## src/rtl/uart_word_tx.sv

```systemverilog
// uart_word_tx: sends one BUSW-bit word as BUSW/8 back-to-back 8N1 UART
// frames, most-significant byte first and LSB first within each byte.
// Each transmission is requested by a toggle of uart_en, not by its level.
// Ports:
//   sys_clk    system clock, rising edge
//   sys_rst_n  asynchronous active-low reset
//   uart_en    request; every edge (0->1 or 1->0) asks for one word
//   uart_din   word to send, sampled when the request is accepted
//   send_flag  one-cycle pulse after the last stop bit of a word
//   busy       high while a word is on the line
//   uart_txd   serial output, idle high
module uart_word_tx #(
  parameter int BUSW     = 32,
  parameter int CLK_FREQ = 50000000,
  parameter int UART_BPS = 115200
) (
  input  logic            sys_clk,
  input  logic            sys_rst_n,
  input  logic            uart_en,
  input  logic [BUSW-1:0] uart_din,
  output logic            send_flag,
  output logic            busy,
  output logic            uart_txd
);

  localparam int BIT_CNT = CLK_FREQ / UART_BPS;
  localparam int NBYTES  = BUSW / 8;
  localparam int CW      = (BIT_CNT > 1) ? $clog2(BIT_CNT) : 1;
  localparam int BW      = (NBYTES > 1) ? $clog2(NBYTES) : 1;

  localparam logic [2:0] S_IDLE  = 3'd0;
  localparam logic [2:0] S_START = 3'd1;
  localparam logic [2:0] S_DATA  = 3'd2;
  localparam logic [2:0] S_STOP  = 3'd3;
  localparam logic [2:0] S_DONE  = 3'd4;

  logic [2:0]      r_state;
  logic            r_en_d;
  logic            r_pend;
  logic [CW-1:0]   r_baud;
  logic [2:0]      r_bit;
  logic [BW-1:0]   r_byte;
  logic [BUSW-1:0] r_shift;

  logic       w_tog;
  logic       w_wrap;
  logic       w_last_byte;
  logic [7:0] w_cur_byte;

  assign w_tog       = uart_en ^ r_en_d;
  assign w_wrap      = (r_baud == CW'(BIT_CNT - 1));
  assign w_last_byte = (r_byte == BW'(NBYTES - 1));
  // The byte on the line always sits in the top 8 bits; the register is
  // shifted left by one byte after each stop bit.
  assign w_cur_byte  = r_shift[BUSW-1 -: 8];

  always_ff @(posedge sys_clk or negedge sys_rst_n) begin
    if (!sys_rst_n) begin
      r_state <= S_IDLE;
      r_en_d  <= 1'b0;
      r_pend  <= 1'b0;
      r_baud  <= '0;
      r_bit   <= '0;
      r_byte  <= '0;
      r_shift <= '0;
    end else begin
      r_en_d <= uart_en;
      case (r_state)
        S_IDLE: begin
          if (w_tog) begin
            r_shift <= uart_din;
            r_byte  <= '0;
            r_baud  <= '0;
            r_state <= S_START;
          end
        end
        S_START: begin
          if (w_tog) r_pend <= 1'b1;
          if (w_wrap) begin
            r_baud  <= '0;
            r_bit   <= '0;
            r_state <= S_DATA;
          end else begin
            r_baud <= r_baud + CW'(1);
          end
        end
        S_DATA: begin
          if (w_tog) r_pend <= 1'b1;
          if (w_wrap) begin
            r_baud <= '0;
            if (r_bit == 3'd7) r_state <= S_STOP;
            else               r_bit   <= r_bit + 3'd1;
          end else begin
            r_baud <= r_baud + CW'(1);
          end
        end
        S_STOP: begin
          if (w_tog) r_pend <= 1'b1;
          if (w_wrap) begin
            r_baud <= '0;
            if (w_last_byte) begin
              r_state <= S_DONE;
            end else begin
              r_byte  <= r_byte + BW'(1);
              r_shift <= r_shift << 8;
              r_state <= S_START;
            end
          end else begin
            r_baud <= r_baud + CW'(1);
          end
        end
        S_DONE: begin
          // A request queued during the word, or arriving right now, starts
          // the next word immediately; multiple requests collapse into one.
          if (r_pend || w_tog) begin
            r_pend  <= 1'b0;
            r_shift <= uart_din;
            r_byte  <= '0;
            r_baud  <= '0;
            r_state <= S_START;
          end else begin
            r_state <= S_IDLE;
          end
        end
        default: r_state <= S_IDLE;
      endcase
    end
  end

  // Outputs decode straight from registered state, so reset forces the
  // idle line level without waiting for a clock.
  assign uart_txd  = (r_state == S_START) ? 1'b0 :
                     (r_state == S_DATA)  ? w_cur_byte[r_bit] : 1'b1;
  assign busy      = (r_state == S_START) || (r_state == S_DATA) ||
                     (r_state == S_STOP);
  assign send_flag = (r_state == S_DONE);

endmodule

```

## config.mk

```make
export PLATFORM = sky130hd
export DESIGN_NAME = uart_word_tx
export DESIGN_NICKNAME = d
export VERILOG_FILES = /design/src/rtl/uart_word_tx.sv
export SDC_FILE = /design/constraint.sdc
export NUM_CORES = 1
export LEC_CHECK = 0
export ABC_AREA = 1
export CAP_MARGIN = 20
export CORE_ASPECT_RATIO = 0.6
export CORE_MARGIN = 2
export CORE_UTILIZATION = 40
export CTS_BUF_LIST = sky130_fd_sc_hd__clkbuf_8
export CTS_CLUSTER_DIAMETER = 30
export CTS_CLUSTER_SIZE = 25
export DETAILED_ROUTE_END_ITERATION = 10
export GPL_TIMING_DRIVEN = 0
export PLACE_DENSITY = 0.66
export SLEW_MARGIN = 20
export SYNTH_ARGS = -nofsm -noshare
export SYNTH_HDL_FRONTEND = slang
export SYNTH_SLANG_ARGS = --single-unit
```

## constraint.sdc

```tcl
create_clock -name sys_clk -period 2.5 [get_ports sys_clk]
set_clock_uncertainty 0.1 [all_clocks]
set_input_delay 0.5 -clock sys_clk [delete_from_list [all_inputs] [get_ports sys_clk]]
set_output_delay 0.5 -clock sys_clk [all_outputs]
set_load 0.02 [all_outputs]
```

# Yosys cells after proc, flatten, opt, wreduce, memory -nomap -nowiden
# Cells that the tools add are included.
# totals
regBits	51
latch_bits	0
mem_bits_rw	0
romBits	0
input_bits	35
output_inout_bits	3
wordCells	75
memories	0
# op_classes
n_addsub	3
mul	0
div_mod_pow	0
magnitude_cmp	1
n_eq_ne	16
shift	0
mux	33
n_bitwise	1
n_reduce_logical	14
# ops
cell	count
$mux 32	4
$pmux 32 s3	1
$mux 3	9
$mux 9	3
$pmux 9 s3	1
$pmux 3 s5	1
$ne 2x2->1 const B	7
$reduce_and 5->1	2
$add 9x1->9 const B	1
$eq 9x9->1 const B	1
$mux 2	4
$eq 3x2->1 const B	2
$eq 3x3->1 const B	2
$mux 1	6
$pmux 2 s3	1
$pmux 3 s2	1
$reduce_and 3->1	2
$reduce_bool 3->1	2
$lt 3x4->1 const B	1
$ne 2x1->1 const B	2
$reduce_and 4->1	1
$reduce_bool 2->1	2
$add 3x1->3 const B	1
$bmux 1 s3	1
other kinds (8)	10

# Depth between registers and ports, before layout
# logic_depth
ltp_word	4
ltp_mapped	10
depth_no_buf	9

# Worst setup path after synthesis
# Ideal clock, no wire load.
# synth_path
kind	flip-flop to flip-flop
from	register r_baud[1]
to	register r_shift[10]
t_arrival_ns	1.465
required_time_ns	2.335
slack_ns	0.870
path_stages_with_launch	11
period_less_slack_ns	1.630
path_cell_list	dfrtp_1 inv_1 ha_1 nand2_1 nor2_1 nand2_2 a21oi_4 buf_8 buf_12 nand3_1 nand2_1
# synth_between
elab_chain_len	3
# synth_rtl
element	line_no	source
start, declared	40	logic [CW-1:0] r_baud;
start signal, assigned	84	r_baud <= r_baud + CW'(1);
start signal, assigned	94	r_baud <= r_baud + CW'(1);
start signal, assigned	109	r_baud <= r_baud + CW'(1);
$eq 9x9->1	51	assign w_wrap = (r_baud == CW'(BIT_CNT - 1));
$ne 2x2->1 (no line)	-	
$reduce_and 5->1 (no line)	-	
end signal, assigned	71	r_shift <= uart_din;
end signal, assigned	105	r_shift <= r_shift << 8;
end signal, assigned	117	r_shift <= uart_din;
end, declared	43	logic [BUSW-1:0] r_shift;
# No other way between the ends.
# A chain may end at the register's enable or synchronous reset.

# Final worst setup path
# layout_path
from	register r_state[0]
to	output port busy
# layout_between
elab_chain_len	3
elab_cells_between_ends	5
cone_classes	eq/ne: 3; reduce/logical: 2
# layout_rtl
element	line_no	source
start, declared	37	logic [2:0] r_state;
start signal, assigned	59	r_state <= S_IDLE;
start signal, assigned	74	r_state <= S_START;
start signal, assigned	82	r_state <= S_DATA;
$eq 3x1->1 / $eq 3x2->1 (equally long branches)	134	assign busy = (r_state == S_START) || (r_state == S_DATA) ||
$logic_or 1x1->1	134	
$logic_or 1x1->1 *	134	
end, declared	22	output logic busy,
# Mark *: on every way between the ends. The rest lies on a longest branch, timed or not.

==> impl_metrics.tcl <==
set metrics [dict create \
    status "completed" \
    core_area_mm2 0.00721 \
    worstPathArrival_ns 1.84 \
    drt_wl_total_mm 6.64 \
    synth_largest_area_cell "dfrtp_1" \
    clockBufferDepth 2 \
    worstReg2RegEnd "r_shift[28]$_DFFE_PN0P_" \
    synth.distinct_cells 30 \
    avgRoutedWirePerCell_um 12.4 \
    start_util_pct 41.1 \
    cp-start-kind "flop" \
    grt_use_total_pct 17.6 \
    die_h_um 70.6 \
    antenna_found_initial 0 \
    synth.area.top_cells "dfrtp_1 (43%), nand2_1 (25%), nand3_1 (7.3%)" \
    viasPerCell 4.85 \
    max_freq_mhz 410 \
    grt-ovfl-total 0 \
    p_per_area_mw_per_mm2 1160 \
    fin_nets 485 \
    crit_top_cell "nor2_4" \
    rr_worst_depth 10 \
    syn_nets 441 \
    synth.yosys.seq_area_share_pct 43.1 \
    fin_crit_sh_pct 97.6 \
    p_leak_nw 1.89 \
    ios 38 \
    combPwrFrac_pct 52.1 \
    htreeDepth 2 \
    hold_class "in2async" \
    fin_cells 537 \
    relSlewSlack_pct 56.3 \
    syn_inst 401 \
    path_cells "nor2_4 > nor2_4 > clkdlybuf4s50_1" \
    setup_viol 0 \
    cts_buffers 5 \
    cp_slowest_cell "clkdlybuf4s50_1" \
    grt_max_degree 52 \
    diodes 0 \
    crit_path_end_kind "output port" \
    drt_iter0_drc 196 \
    ir_worst_vdd_uv 503 \
    die-area_mm2 0.00812 \
    vias 2606 \
    grt_pass1_vias 2533 \
    tns_ns 0 \
    grt_pass1_wl_mm 11.6 \
    drc 0 \
    synth-seq-cells 51 \
    p_sw_share_pct 43.0 \
    critical_path_buf_inv_count 1 \
    cts_sinks 51 \
    fp-row-count 24 \
    critical_path.reg2reg.startpoint "r_baud[1]$_DFFE_PN0P_" \
    layout-drive-gt1-share_pct 9.87 \
    pwr-share-clk_pct 14.6 \
    p_sw_mw 1.77 \
    drtAntennaViolNets 0 \
    cts_tree "built" \
    path_max_fanout 10 \
    gp_congestion 0.792 \
    slowest_delay_ns 0.65 \
    dr.pass1.iters 5 \
    yosysTopAreaCellShare_pct 43.1 \
    worst_pin_slew_ns 0.656 \
    crit_type "reg2out" \
    dieWidth_um 115 \
    cp.required_ns 1.90 \
    clk-insertion-delay-late_ns 0.30 \
    root_buffer "clkbuf_8" \
    post-place-cells 529 \
    port_buffers 37 \
    max_cap_viol_count 0 \
    area_growth_pct 20.6 \
    slew_viol_final 0 \
    holdWs_ns 0.123 \
    p_seq_share_pct 33.3 \
    hold_viol 0 \
    syn_area_per_cell_um2 7.38 \
    yosysWarnings 0 \
    path_clk_slew_ns 0.10 \
    synth_area_mm2 0.00296 \
    cts_setup_buffers 0 \
    intPower_mw 2.36 \
    dpl.hpwl_mm 4.96 \
    regToRegSetupSlack_ns 0.58 \
    path_delay_family "buffers and inverters" \
    period_needed_ns 2.44 \
]
[synthesized netlist by cell type (all sizes together)]
library cell    n
a21oi           1
nand2         197
dfrtp          51
nor2           23
or2             1
inv            31
o211a           1
o22ai           1
nand3          52
o21ai          11
buf            14
ha              5
clkbuf          2
nand4           5
xor2            1
nand3b          4
nor3            1
[what timing repair did]
item / 4_1_cts / 5_1_grt
hold buffers: 0 / 0
setup endpoints to repair: 2 / 2
resized for setup: 3 / 1
[worst reg2reg max path, stage by stage, from the launching register on]
cell and delay (ns):
dfrtp_1 0.42, inv_1 0.09, ha_1 0.14, nand2_1 0.06, nor2_1 0.20, nand2_2 0.18, a21oi_4 0.22, buf_8 0.17
buf_12 0.13, nand3_1 0.08, nand2_1 0.07
[logic make-up (layout without fill, tap and decap cells)]
family          after synthesis  in the layout  synth area share (%)
xor+xnor                      1              1                 0.296
fa+ha+maj                     5              5                  2.11
flops                        51             51                  43.1
buf+inv                      47             92                  9.72
simple gates                283            283                  41.8
compound gates               14             14                  2.96
[layout make-up]
class	count	area, µm²
sequential	51	1280
inverter	31	116
tap	91	114
fill	736	3640
buffer	16	171
timing repair buffer	37	367
clock buffer	6	82.6
multi-input combinational	303	1410
clock inverter	2	35.0
[stage by stage]
stage	area (µm²)	utilization (%)	setup WS [ns]	power, mW
2_1_floorplan	2960	-	0.870	3.00
3_3_place_gp	3440	47.8	-0.761	3.49
3_5_place_dp	3440	47.7	0.269	3.53
4_1_cts	3560	49.5	0.0161	4.14
5_1_grt	3570	49.5	-0.0115	4.52
6_report	3570	49.5	0.0607	4.13
[registers in the layout, summed over array words and instances, names as in the netlist]
register,flops
r_shift,32
r_en_d,1
r_baud,9
r_byte,2
r_bit,3
r_state,3
r_pend,1
[power by group through the flow]
stage	Combinational [mW]	Clock, mW	Sequential [mW]
2_1_floorplan	1.67	0	1.33
3_3_place_gp	2.11	0	1.38
3_5_place_dp	2.15	0	1.38
4_1_cts	2.16	0.615	1.37
5_1_grt	2.45	0.651	1.42
6_report	2.15	0.604	1.38
[layer usage]
metal | up-vias | routed length, µm | GRT usage, %
li1 | 1348 | - | -
met1 | 1196 | 3610 | 27.4
met2 | 57 | 2680 | 25.3
met3 | 5 | 308 | 3.86
met4 | 0 | 42 | 3.21
met5 | - | 0 | 0
[layout by cell type, fill, tap and decap left out, drive strengths merged]
| master | n |
|---|---|
| nand2 | 197 |
| clkdlybuf4s50 | 35 |
| clkbuf | 8 |
| dlygate4sd2 | 1 |
| o21ai | 11 |
| ha | 5 |
| clkinv | 1 |
| buf | 15 |
| bufinv | 1 |
| nand3b | 4 |
| xor2 | 1 |
| inv | 31 |
| nand3 | 52 |
| o211a | 1 |
| nor3 | 1 |
| a21oi | 1 |
| or2 | 1 |
| nand4 | 5 |
| nor2 | 23 |
| o22ai | 1 |
| dfrtp | 51 |
[how the worst max path moves through the flow]
stage | from | end | slack (ns) | cells past startpoint
2_1_floorplan | r_baud[1]$_DFFE_PN0P_ | r_shift[10]$_DFFE_PN0P_ | 0.87 | 10
3_3_place_gp | sys_rst_n | r_shift[21]$_DFFE_PN0P_ | -0.76 | 1
3_5_place_dp | r_state[0]$_DFFE_PN0P_ | uart_txd | 0.27 | 7
4_1_cts | r_state[1]$_DFFE_PN0P_ | send_flag | 0.02 | 5
5_1_grt | r_state[0]$_DFFE_PN0P_ | send_flag | -0.01 | 4
6_report | r_state[0]$_DFFE_PN0P_ | busy | 0.06 | 3
No activity file was read; power rests on OpenSTA's default activity.
